<file path="src/rtl/dram_com_master_pkg.sv">
// Shared widths, word types and FSM encodings for the DRAM common-port burst master.
package dram_com_master_pkg;

  localparam int DRAM_AW = 16;
  localparam int DRAM_DW = 16;

  typedef logic [DRAM_AW-1:0] addr_t;
  typedef logic [DRAM_DW-1:0] word_t;

  localparam logic [2:0] ST_IDLE  = 3'd0;
  localparam logic [2:0] ST_WRITE = 3'd1;
  localparam logic [2:0] ST_READ  = 3'd2;
  localparam logic [2:0] ST_DRAIN = 3'd3;
  localparam logic [2:0] ST_DONE  = 3'd4;

  // Reads between issue and FIFO push, one per set bit of the issue shift.
  function automatic logic [1:0] inflight_count(input logic [1:0] issue);
    return {1'b0, issue[0]} + {1'b0, issue[1]};
  endfunction

endpackage

</file>
<file path="src/rtl/dram_com_master_if.sv">
// Host-side command, write and read-return channels of the common-port burst master.
interface dram_com_master_if;
  import dram_com_master_pkg::*;

  logic  cmd_valid;
  logic  cmd_ready;
  logic  cmd_write;
  addr_t cmd_base;
  addr_t cmd_len;

  logic  wr_valid;
  logic  wr_ready;
  word_t wr_data;

  logic  rd_valid;
  logic  rd_ready;
  word_t rd_data;

  logic  busy;
  logic  done;

  modport master (
    output cmd_valid, cmd_write, cmd_base, cmd_len,
    output wr_valid, wr_data,
    output rd_ready,
    input  cmd_ready, wr_ready, rd_valid, rd_data, busy, done
  );

  modport slave (
    input  cmd_valid, cmd_write, cmd_base, cmd_len,
    input  wr_valid, wr_data,
    input  rd_ready,
    output cmd_ready, wr_ready, rd_valid, rd_data, busy, done
  );

endinterface

</file>
<file path="src/rtl/dram_com_master_rd_fifo.sv">
// Show-ahead synchronous FIFO holding read words returned from DRAM until the host pops them.
module dram_com_master_rd_fifo
  import dram_com_master_pkg::*;
#(
  parameter int DEPTH = 4
) (
  input  logic                   clk,
  input  logic                   rst,
  input  logic                   push_i,
  input  word_t                  push_data_i,
  input  logic                   pop_i,
  output word_t                  head_o,
  output logic [$clog2(DEPTH):0] count_o,
  output logic                   empty_o,
  output logic                   full_o
);

  localparam int PW = $clog2(DEPTH);

  word_t         mem_q [DEPTH];
  logic [PW-1:0] wr_ptr_q;
  logic [PW-1:0] rd_ptr_q;
  logic [PW:0]   count_q;
  logic          do_push;
  logic          do_pop;

  assign empty_o = (count_q == '0);
  assign full_o  = (count_q == (PW+1)'(DEPTH));
  assign do_pop  = pop_i && !empty_o;
  assign do_push = push_i && (!full_o || do_pop);
  assign head_o  = mem_q[rd_ptr_q];
  assign count_o = count_q;

  always_ff @(posedge clk or posedge rst) begin
    if (rst) begin
      wr_ptr_q <= '0;
      rd_ptr_q <= '0;
      count_q  <= '0;
    end else begin
      if (do_push) wr_ptr_q <= wr_ptr_q + PW'(1);
      if (do_pop)  rd_ptr_q <= rd_ptr_q + PW'(1);
      case ({do_push, do_pop})
        2'b10:   count_q <= count_q + (PW+1)'(1);
        2'b01:   count_q <= count_q - (PW+1)'(1);
        default: count_q <= count_q;
      endcase
    end
  end

  // Storage is not reset; the pointers alone define which entries are live.
  always_ff @(posedge clk) begin
    if (do_push) mem_q[wr_ptr_q] <= push_data_i;
  end

endmodule

</file>
<file path="src/rtl/dram_com_master.sv">
// Burst initiator owning the DRAM common port: streams host write words into DRAM
// and returns read words in address order through a credit-limited FIFO.
module dram_com_master
  import dram_com_master_pkg::*;
#(
  parameter int RD_FIFO_DEPTH = 4
) (
  input  logic              clk,
  input  logic              rst,
  dram_com_master_if.slave  bus,
  output logic              write_en_com,
  output addr_t             addr_com,
  output word_t             data_in_com,
  input  word_t             data_out_com
);

  localparam int CW = $clog2(RD_FIFO_DEPTH) + 1;

  logic [2:0]    state_q, state_d;
  addr_t         addr_q, addr_d;
  addr_t         rem_q, rem_d;
  logic [1:0]    issue_q, issue_d;
  logic          we_q, we_d;
  addr_t         acom_q, acom_d;
  word_t         dcom_q, dcom_d;

  logic [CW-1:0] fifo_count;
  logic          fifo_empty;
  logic          fifo_full;
  logic          fifo_push;
  logic          fifo_pop;
  word_t         fifo_head;

  logic [CW:0]   credit_sum;
  logic          credit_ok;
  logic          issue;
  logic          wr_beat;
  logic          drain_done;

  dram_com_master_rd_fifo #(
    .DEPTH (RD_FIFO_DEPTH)
  ) u_rd_fifo (
    .clk         (clk),
    .rst         (rst),
    .push_i      (fifo_push),
    .push_data_i (data_out_com),
    .pop_i       (fifo_pop),
    .head_o      (fifo_head),
    .count_o     (fifo_count),
    .empty_o     (fifo_empty),
    .full_o      (fifo_full)
  );

  // A read may only be issued if its word is guaranteed a FIFO slot on return.
  assign credit_sum = {1'b0, fifo_count} + (CW+1)'(inflight_count(issue_q));
  assign credit_ok  = credit_sum < (CW+1)'(RD_FIFO_DEPTH);
  assign issue      = (state_q == ST_READ) && credit_ok;
  assign wr_beat    = (state_q == ST_WRITE) && bus.wr_valid;
  assign fifo_pop   = bus.rd_ready && !fifo_empty;
  assign fifo_push  = issue_q[1] && (!fifo_full || fifo_pop);
  assign drain_done = (issue_q == 2'b00) &&
                      (fifo_empty || ((fifo_count == CW'(1)) && fifo_pop));

  always_comb begin
    state_d = state_q;
    addr_d  = addr_q;
    rem_d   = rem_q;
    we_d    = 1'b0;
    acom_d  = acom_q;
    dcom_d  = dcom_q;
    issue_d = {issue_q[0], issue};
    case (state_q)
      ST_IDLE: begin
        if (bus.cmd_valid) begin
          addr_d = bus.cmd_base;
          rem_d  = bus.cmd_len;
          if (bus.cmd_len == '0)   state_d = ST_DONE;
          else if (bus.cmd_write)  state_d = ST_WRITE;
          else                     state_d = ST_READ;
        end
      end
      ST_WRITE: begin
        if (wr_beat) begin
          we_d   = 1'b1;
          acom_d = addr_q;
          dcom_d = bus.wr_data;
          addr_d = addr_q + addr_t'(1);
          rem_d  = rem_q - addr_t'(1);
          if (rem_q == addr_t'(1)) state_d = ST_DONE;
        end
      end
      ST_READ: begin
        if (issue) begin
          acom_d = addr_q;
          addr_d = addr_q + addr_t'(1);
          rem_d  = rem_q - addr_t'(1);
          if (rem_q == addr_t'(1)) state_d = ST_DRAIN;
        end
      end
      ST_DRAIN: begin
        if (drain_done) state_d = ST_DONE;
      end
      ST_DONE: begin
        state_d = ST_IDLE;
      end
      default: begin
        state_d = ST_IDLE;
      end
    endcase
  end

  always_ff @(posedge clk or posedge rst) begin
    if (rst) begin
      state_q <= ST_IDLE;
      addr_q  <= '0;
      rem_q   <= '0;
      issue_q <= '0;
      we_q    <= 1'b0;
      acom_q  <= '0;
      dcom_q  <= '0;
    end else begin
      state_q <= state_d;
      addr_q  <= addr_d;
      rem_q   <= rem_d;
      issue_q <= issue_d;
      we_q    <= we_d;
      acom_q  <= acom_d;
      dcom_q  <= dcom_d;
    end
  end

  assign bus.cmd_ready = (state_q == ST_IDLE);
  assign bus.wr_ready  = (state_q == ST_WRITE);
  assign bus.rd_valid  = !fifo_empty;
  assign bus.rd_data   = fifo_empty ? '0 : fifo_head;
  assign bus.busy      = (state_q != ST_IDLE);
  assign bus.done      = (state_q == ST_DONE);

  assign write_en_com  = we_q;
  assign addr_com      = acom_q;
  assign data_in_com   = dcom_q;

endmodule

</file>
<file path="src/flat_wrapper.sv">
// flat-port wrapper written by rule: the top's interface ports become plain ports
module dram_com_master_flat import dram_com_master_pkg::*;
#(
  parameter int RD_FIFO_DEPTH = 4
)
  (clk, rst, write_en_com, addr_com, data_in_com, data_out_com, bus_cmd_valid, bus_cmd_write, bus_cmd_base, bus_cmd_len, bus_wr_valid, bus_wr_data, bus_rd_ready, bus_cmd_ready, bus_wr_ready, bus_rd_valid, bus_rd_data, bus_busy, bus_done);
  dram_com_master_if bus_i ();
  input  logic clk;
  input  logic rst;
  output logic write_en_com;
  output addr_t addr_com;
  output word_t data_in_com;
  input  word_t data_out_com;
  input wire logic [$bits(bus_i.cmd_valid)-1:0] bus_cmd_valid;
  input wire logic [$bits(bus_i.cmd_write)-1:0] bus_cmd_write;
  input wire logic [$bits(bus_i.cmd_base)-1:0] bus_cmd_base;
  input wire logic [$bits(bus_i.cmd_len)-1:0] bus_cmd_len;
  input wire logic [$bits(bus_i.wr_valid)-1:0] bus_wr_valid;
  input wire logic [$bits(bus_i.wr_data)-1:0] bus_wr_data;
  input wire logic [$bits(bus_i.rd_ready)-1:0] bus_rd_ready;
  output wire logic [$bits(bus_i.cmd_ready)-1:0] bus_cmd_ready;
  output wire logic [$bits(bus_i.wr_ready)-1:0] bus_wr_ready;
  output wire logic [$bits(bus_i.rd_valid)-1:0] bus_rd_valid;
  output wire logic [$bits(bus_i.rd_data)-1:0] bus_rd_data;
  output wire logic [$bits(bus_i.busy)-1:0] bus_busy;
  output wire logic [$bits(bus_i.done)-1:0] bus_done;
  assign bus_i.cmd_valid = bus_cmd_valid;
  assign bus_i.cmd_write = bus_cmd_write;
  assign bus_i.cmd_base = bus_cmd_base;
  assign bus_i.cmd_len = bus_cmd_len;
  assign bus_i.wr_valid = bus_wr_valid;
  assign bus_i.wr_data = bus_wr_data;
  assign bus_i.rd_ready = bus_rd_ready;
  assign bus_cmd_ready = bus_i.cmd_ready;
  assign bus_wr_ready = bus_i.wr_ready;
  assign bus_rd_valid = bus_i.rd_valid;
  assign bus_rd_data = bus_i.rd_data;
  assign bus_busy = bus_i.busy;
  assign bus_done = bus_i.done;
  dram_com_master #(.RD_FIFO_DEPTH(RD_FIFO_DEPTH)) u_core (.clk(clk), .rst(rst), .bus(bus_i), .write_en_com(write_en_com), .addr_com(addr_com), .data_in_com(data_in_com), .data_out_com(data_out_com));
endmodule
</file>
<file path="config.mk">
export PLATFORM = sky130hd
export DESIGN_NAME = dram_com_master_flat
export DESIGN_NICKNAME = d
export VERILOG_FILES = /design/src/rtl/dram_com_master_pkg.sv /design/src/rtl/dram_com_master_if.sv /design/src/rtl/dram_com_master_rd_fifo.sv /design/src/rtl/dram_com_master.sv /design/src/flat_wrapper.sv
export SDC_FILE = /design/constraint.sdc
export NUM_CORES = 1
export LEC_CHECK = 0
export ABC_AREA = 1
export CORE_MARGIN = 3
export CORE_UTILIZATION = 40
export CTS_BUF_LIST = sky130_fd_sc_hd__clkbuf_8 sky130_fd_sc_hd__clkbuf_16
export DETAILED_ROUTE_END_ITERATION = 16
export PLACE_DENSITY_LB_ADDON = 0.15
export REMOVE_ABC_BUFFERS = 1
export SLEW_MARGIN = 20
export SYNTH_ARGS = -nofsm -noshare
export SYNTH_HDL_FRONTEND = slang
export SYNTH_SLANG_ARGS = --single-unit
</file>
<file path="constraint.sdc">
create_clock -name clk -period 3.3 [get_ports clk]
set_input_delay 0.825 -clock clk [delete_from_list [all_inputs] [get_ports clk]]
set_output_delay 0.825 -clock clk [all_outputs]
set_load 0.005 [all_outputs]
</file>
==> impl_metrics.yaml, run 1 <==
die:
  io_pins: 124
  die-width_um: 139
  rows: 48
  coreArea_um2: 17300
  initial_core_util_pct: 41.0
  die_y_um: 139
  die_area_um2: 19300
layout:
  area_growth_pct: 29.1
  layout.nets: 1015
  drive_gt1_share_pct: 9.43
  n_fill_cell: 1629
  antenna_cells: 0
  layout.cells.non_filler: 1169
clocking:
  clock_path_buffers: 2
  holdBufCountCts: 0
  h-tree-depth: 4
  clock_sinks: 141
  clockRootBuffer: "clkbuf_16"
  postCtsSetupRepairBufs: 0
  cts_tree: "yes"
  clock_latency_ns: 0.42
  cts_buffers: 17
  clk_pin_slew_worst_paths_ns: 0.06
  cts_resized: 0
yosys:
  synth_top_area_share_pct: 27.2
  async_reset_ff_share_pct: 54.6
  synth_cells: 807
  yosysWarningCount: 0
  ys_types: 36
  ys_seq_elements: 141
  yosysSeqAreaShare_pct: 54.3
  synth_edf_count: 64
  synth.area.top_cells: "dfrtp_1 (27%), edfxtp_1 (27%), nand2_1 (11%)"
  netlist_area_um2: 7080
  synth_area_per_cell_um2: 8.78
  yosysMostFrequentCell: "nand2_1"
  synth_top_cell_by_area: "dfrtp_1"
  synth_common_cells: "nand2_1 (207), nor2_1 (150), dfrtp_1 (77)"
  ys.flop_type: "dfrtp_1"
detailed_routing:
  vias: 5585
  ant_nets: 0
  routedWlPerCell_um: 14.0
  routed_via_density: 4.78
  dr.pass1.iters: 5
  postRouteWirelength_um: 16400
  drt_iter0_drc: 391
  drc_errors: 0
timing:
  min_period_ns: 3.05
  slew_headroom_pct: 62.6
  clock_skew_ns: 0.0151
  holdWs_ns: 0.412
  finalMaxSlewViolations: 0
  fin_setup_tns_ns: 0
  hold_viol: 0
  setup_viol: 0
  fin_crit_sh_pct: 92.3
  fmax_mhz: 328
  worst_slew_pin_slew_ns: 0.561
  rsz0062_at_grt: "false"
placement:
  portBuffers: 123
  dp.cells: 1138
  gp_congestion: 0.826
  dp.final_hpwl_um: 11000
pwr:
  leakage_nw: 3.95
  p_per_area_nw_per_um2: 1020
  total_power_mw: 9.32
  peakVddDrop_v: 0.000509
global_routing:
  grt_pass1_wl_um: 27200
  grt_max_degree: 49
  antenna_found_initial: 1
  grt_use_total_pct: 17.3
  overflow: 0
  first_global_vias: 5363
critical_path:
  start_kind: "flip-flop"
  max_stage_delay_ns: 0.52
  critical_path_class: "flip-flop to primary output"
  cp.arrival_ns: 2.22
  rr_worst_depth: 7
  crit_fanout: 17
  endpoint_kind: "primary output"
  cp_cell_sequence: "clkinv_1 -> nor2_1 -> o21ai_0 -> a21oi_1 -> clkdlybuf4s50_1"
  crit_required_ns: 2.47
  slowest_stage: "clkdlybuf4s50_1"
flow_run:
  maxCapViolCount: 0
min_path:
  min_path_cells: 0
  holdCritPathClass: "flip-flop to flip-flop"
run_status:
  status: "finished, final reports clean"
==> metal layers <==
| metal | global-route usage [%] | up-vias | share of wire [%] |
|---|---|---|---|
| met5 | 0 | - | 0.079 |
| met4 | 5.25 | 2 | 0.84 |
| met3 | 4.10 | 15 | 4.7 |
| met2 | 27.8 | 127 | 47 |
| met1 | 23.5 | 2576 | 48 |
| li1 | - | 2865 | - |
==> power breakdown <==
group / switching [mW] / internal (mW) / total (mW) / leakage [nW]
registers: 0.456 / 2.42 / 2.87 / 1.52
logic: 2.50 / 1.86 / 4.36 / 2.12
clock network: 0.743 / 1.34 / 2.08 / 0.309
total: 3.70 / 5.62 / 9.32 / 3.95
==> cell type report <==
| type | instances | area [um2] | area share, % |
|---|---|---|---|
| multi-input cells | 570 | 2790 | 30.5 |
| flip-flops and latches | 141 | 3850 | 42.1 |
| inverters | 67 | 258 | 2.82 |
| repair buffers | 135 | 1330 | 14.6 |
| clock buffers | 17 | 425 | 4.65 |
| clock inverters | 14 | 215 | 2.35 |
| well taps | 225 | 282 | 3.08 |
==> flip-flops by register name (all words and copies together) (netlist names) <==
| register | cells |
|---|---|
| u_core.addr_com | 16 |
| u_core.addr_q | 16 |
| u_core.data_in_com | 16 |
| u_core.issue_q | 2 |
| u_core.rem_q | 16 |
| u_core.state_q | 3 |
| u_core.u_rd_fifo.count_o | 3 |
| u_core.u_rd_fifo.mem_q | 64 |
| u_core.u_rd_fifo.rd_ptr_q | 2 |
| u_core.u_rd_fifo.wr_ptr_q | 2 |
| u_core.write_en_com | 1 |
==> placed cells by master (no fill, tap or decap), types with 13 or more instances in the layout <==
| cell type | instances |
|---|---|
| inv_1 | 60 |
| edfxtp_1 | 64 |
| nand2_1 | 207 |
| mux2_2 | 16 |
| clkdlybuf4s50_1 | 123 |
| nand3_1 | 44 |
| o21ai_0 | 69 |
| a21oi_1 | 23 |
| nor2_1 | 150 |
| ha_1 | 13 |
| dfrtp_1 | 77 |
| clkbuf_16 | 17 |
==> worst paths after layout <==
check | slack, ns | end | start
max | 0.25 | bus_rd_data[10] | u_core.u_rd_fifo.rd_ptr_q[1]
min | 0.41 | u_core.issue_q[1] | u_core.issue_q[0]
max reg2reg | 1.07 | u_core.addr_com[9] | u_core.state_q[2]
min reg2reg | 0.41 | u_core.issue_q[1] | u_core.issue_q[0]
max in group asynchronous | 1.88 | u_core.addr_com[1] | rst
min in group asynchronous | 0.77 | u_core.data_in_com[15] | rst
==> critical path: cells and delay by family (launching register included) <==
kind | cells | cell delay (ns)
flip-flops | 1 | 0.35
AND/OR/NAND/NOR | 1 | 0.22
buffers and inverters | 2 | 0.96
AO/OA/AOI/OAI | 2 | 0.28
==> through the flow <==
| stage | area, um2 | utilization, % | worst slack (ns) |
|---|---|---|---|
| 6_report | 9150 | 52.9 | 0.254 |
| 3_3_place_gp | 8510 | 49.2 | 0.653 |
| 3_5_place_dp | 8510 | 49.2 | 0.686 |
| 5_1_grt | 9150 | 52.9 | 0.0500 |
| 4_1_cts | 9150 | 52.9 | 0.235 |
| 2_1_floorplan | 6890 | - | 0.508 |
==> cell families after synthesis <==
| kind of cell | Yosys count | share of synthesized area (%) |
|---|---|---|
| and+or+nand+nor | 428 | 25.5 |
| AOI/OAI and AO/OA | 104 | 7.91 |
| DFF | 141 | 54.3 |
| muxes | 16 | 2.54 |
| xor gates and xnor gates | 9 | 1.11 |
| adders and majority gates | 13 | 2.30 |
| buffers and inverters | 96 | 6.34 |
Note: power is estimated with default switching activity, not from simulation.
==> inputs of run 2 (changes only) <==
--- a/config.mk
+++ b/config.mk
@@ -6,10 +6,13 @@
 export NUM_CORES = 1
 export LEC_CHECK = 0
 export ABC_AREA = 1
+export CAP_MARGIN = 40
 export CORE_MARGIN = 3
 export CORE_UTILIZATION = 40
 export CTS_BUF_LIST = sky130_fd_sc_hd__clkbuf_8 sky130_fd_sc_hd__clkbuf_16
+export CTS_CLUSTER_SIZE = 40
 export DETAILED_ROUTE_END_ITERATION = 16
+export MAX_ROUTING_LAYER = met4
 export PLACE_DENSITY_LB_ADDON = 0.15
 export REMOVE_ABC_BUFFERS = 1
 export SLEW_MARGIN = 20
==> run 2 against run 1 <==
  * Die area did not move
  * Maximum frequency increased by 0.12%
  * Wire length is 0.18% lower
  * Largest cell class unchanged
==> impl_metrics.yaml, run 2 (synthesized netlist as in run 1, its figures left out) <==
detailed_routing:
  top_layer_used: "met4"
  postRouteWirelength_um: 16400
  drt-met1-wl_um: 7800
  route.met2.wl_um: 7600
  routedWlPerCell_um: 14.0
  met3_length_um: 729
  drc_errors: 0
  dr.pass1.iters: 5
  ant_nets: 0
  vias: 5587
  drt_iter0_drc: 404
  routed_via_density: 4.78
layout:
  layout.nets: 1015
  final_area_um2: 9150
  drive_gt1_share_pct: 9.43
  mostFrequentLayoutCells: "nand2_1 (207), nor2_1 (150), clkdlybuf4s50_1 (123)"
  largest_reg_flops: 64
  largest_register: "u_core.u_rd_fifo.mem_q"
  final_common_cell: "nand2_1"
  layout.cells.non_filler: 1170
  n_fill_cell: 1629
  area_growth_pct: 29.2
global_routing:
  first_global_vias: 5388
  grt_max_degree: 49
  antenna_found_initial: 1
  grt_pass1_wl_um: 27200
  overflow: 0
  grt_use_total_pct: 17.8
clocking:
  clockRootBuffer: "clkbuf_16"
  cts_tree: "yes"
  clock_sinks: 141
  clock_latency_ns: 0.42
  clk_pin_slew_worst_paths_ns: 0.06
  cts_resized: 0
  clock_path_buffers: 2
  holdBufCountCts: 0
  cts_buffers: 17
  postCtsSetupRepairBufs: 0
  h-tree-depth: 4
pwr:
  comb_power_share_pct: 46.9
  sw_frac_of_total_pct: 39.7
  leakage_nw: 3.95
  total_power_mw: 9.31
  p_per_area_nw_per_um2: 1020
  power_switching_mw: 3.70
  p_clk_share_pct: 22.3
  seq_power_share_pct: 30.8
  internal_power_mw: 5.62
  peakVddDrop_v: 0.000508
placement:
  portBuffers: 123
  dp.cells: 1138
  dp.final_hpwl_um: 11000
  place_area_um2: 8510
  gp_congestion: 0.838
timing:
  setup_viol: 0
  fin_setup_tns_ns: 0
  slew_headroom_pct: 62.5
  fmax_mhz: 329
  fin_crit_sh_pct: 92.2
  min_period_ns: 3.04
  hold_viol: 0
  worst_slew_pin_slew_ns: 0.562
  clock_skew_ns: 0.0121
  finalMaxSlewViolations: 0
  rsz0062_at_grt: "false"
critical_path:
  cp.arrival_ns: 2.22
  crit_required_ns: 2.47
  endpoint_kind: "primary output"
  critical_path_class: "flip-flop to primary output"
  start_kind: "flip-flop"
  crit_fanout: 17
run_status:
  status: "finished, final reports clean"
die:
  die_area_um2: 19300
  coreArea_um2: 17300
  io_pins: 124
  rows: 48
  die_y_um: 139
  die-width_um: 139
  initial_core_util_pct: 41.0
min_path:
  holdCritPathClass: "flip-flop to flip-flop"
flow_run:
  maxCapViolCount: 0
run 2: power groups by stage:
stage          registers [mW]  logic [mW]  clock network [mW]
6_report                 2.87        4.36                2.08
5_1_grt                  2.96        4.95                2.20
4_1_cts                  2.87        4.44                2.13
3_5_place_dp             2.89        4.42                   0
3_3_place_gp             2.88        4.38                   0
2_1_floorplan            2.87        2.63                   0
run 2: layer usage:
layer | GRT usage [%] | vias up
li1 | - | 2866
met1 | 23.4 | 2594
met5 | - | -
met4 | 5.10 | 0
met2 | 27.9 | 108
met3 | 4.14 | 19
run 2: critical path, cell delays in order (launching register included):
cell	delay, ns
dfrtp_1	0.35
clkinv_1	0.44
nor2_1	0.22
o21ai_0	0.10
a21oi_1	0.18
clkdlybuf4s50_1	0.52
run 2: layout make-up:
| type | count | area [um2] | area share (%) |
|---|---|---|---|
| clock inverter | 14 | 215 | 2.35 |
| multi-input combinational | 570 | 2790 | 30.4 |
| timing repair buffer | 135 | 1330 | 14.6 |
| antenna | 1 | 2.50 | 0.0273 |
| tap | 225 | 282 | 3.08 |
| clock buffer | 17 | 425 | 4.65 |
| sequential | 141 | 3850 | 42.1 |
| inverter | 67 | 258 | 2.82 |
run 2: final timing paths:
kind                                               from                   to  slack (ns)  cells after the start
max reg2reg                           u_core.state_q[2]   u_core.addr_com[9]        1.06                      7
min                                   u_core.issue_q[0]    u_core.issue_q[1]        0.41                      0
max in group asynchronous                           rst    u_core.issue_q[1]        1.86                      3
min in group asynchronous                           rst  u_core.addr_com[10]        0.77                      2
min reg2reg                           u_core.issue_q[0]    u_core.issue_q[1]        0.41                      0
max                        u_core.u_rd_fifo.rd_ptr_q[1]      bus_rd_data[10]        0.26                      5
run 2: stage by stage:
stage / hold slack [ns] / utilization (%) / worst slack, ns
after floorplan: 0.378 / - / 0.508
after detailed placement: 0.393 / 49.2 / 0.686
after global placement: 0.392 / 49.2 / 0.653
after global routing: 0.425 / 52.9 / 0.0507
final: 0.412 / 52.9 / 0.257
after CTS: 0.414 / 52.9 / 0.235
==> inputs of run 3 (changes only) <==
--- a/config.mk
+++ b/config.mk
@@ -12,6 +12,7 @@
 export CTS_BUF_LIST = sky130_fd_sc_hd__clkbuf_8 sky130_fd_sc_hd__clkbuf_16
 export CTS_CLUSTER_SIZE = 40
 export DETAILED_ROUTE_END_ITERATION = 16
+export GPL_ROUTABILITY_DRIVEN = 1
 export MAX_ROUTING_LAYER = met4
 export PLACE_DENSITY_LB_ADDON = 0.15
 export REMOVE_ABC_BUFFERS = 1
==> results of run 3 <==
Final layout, timing and power as in run 2 (identical DEF).
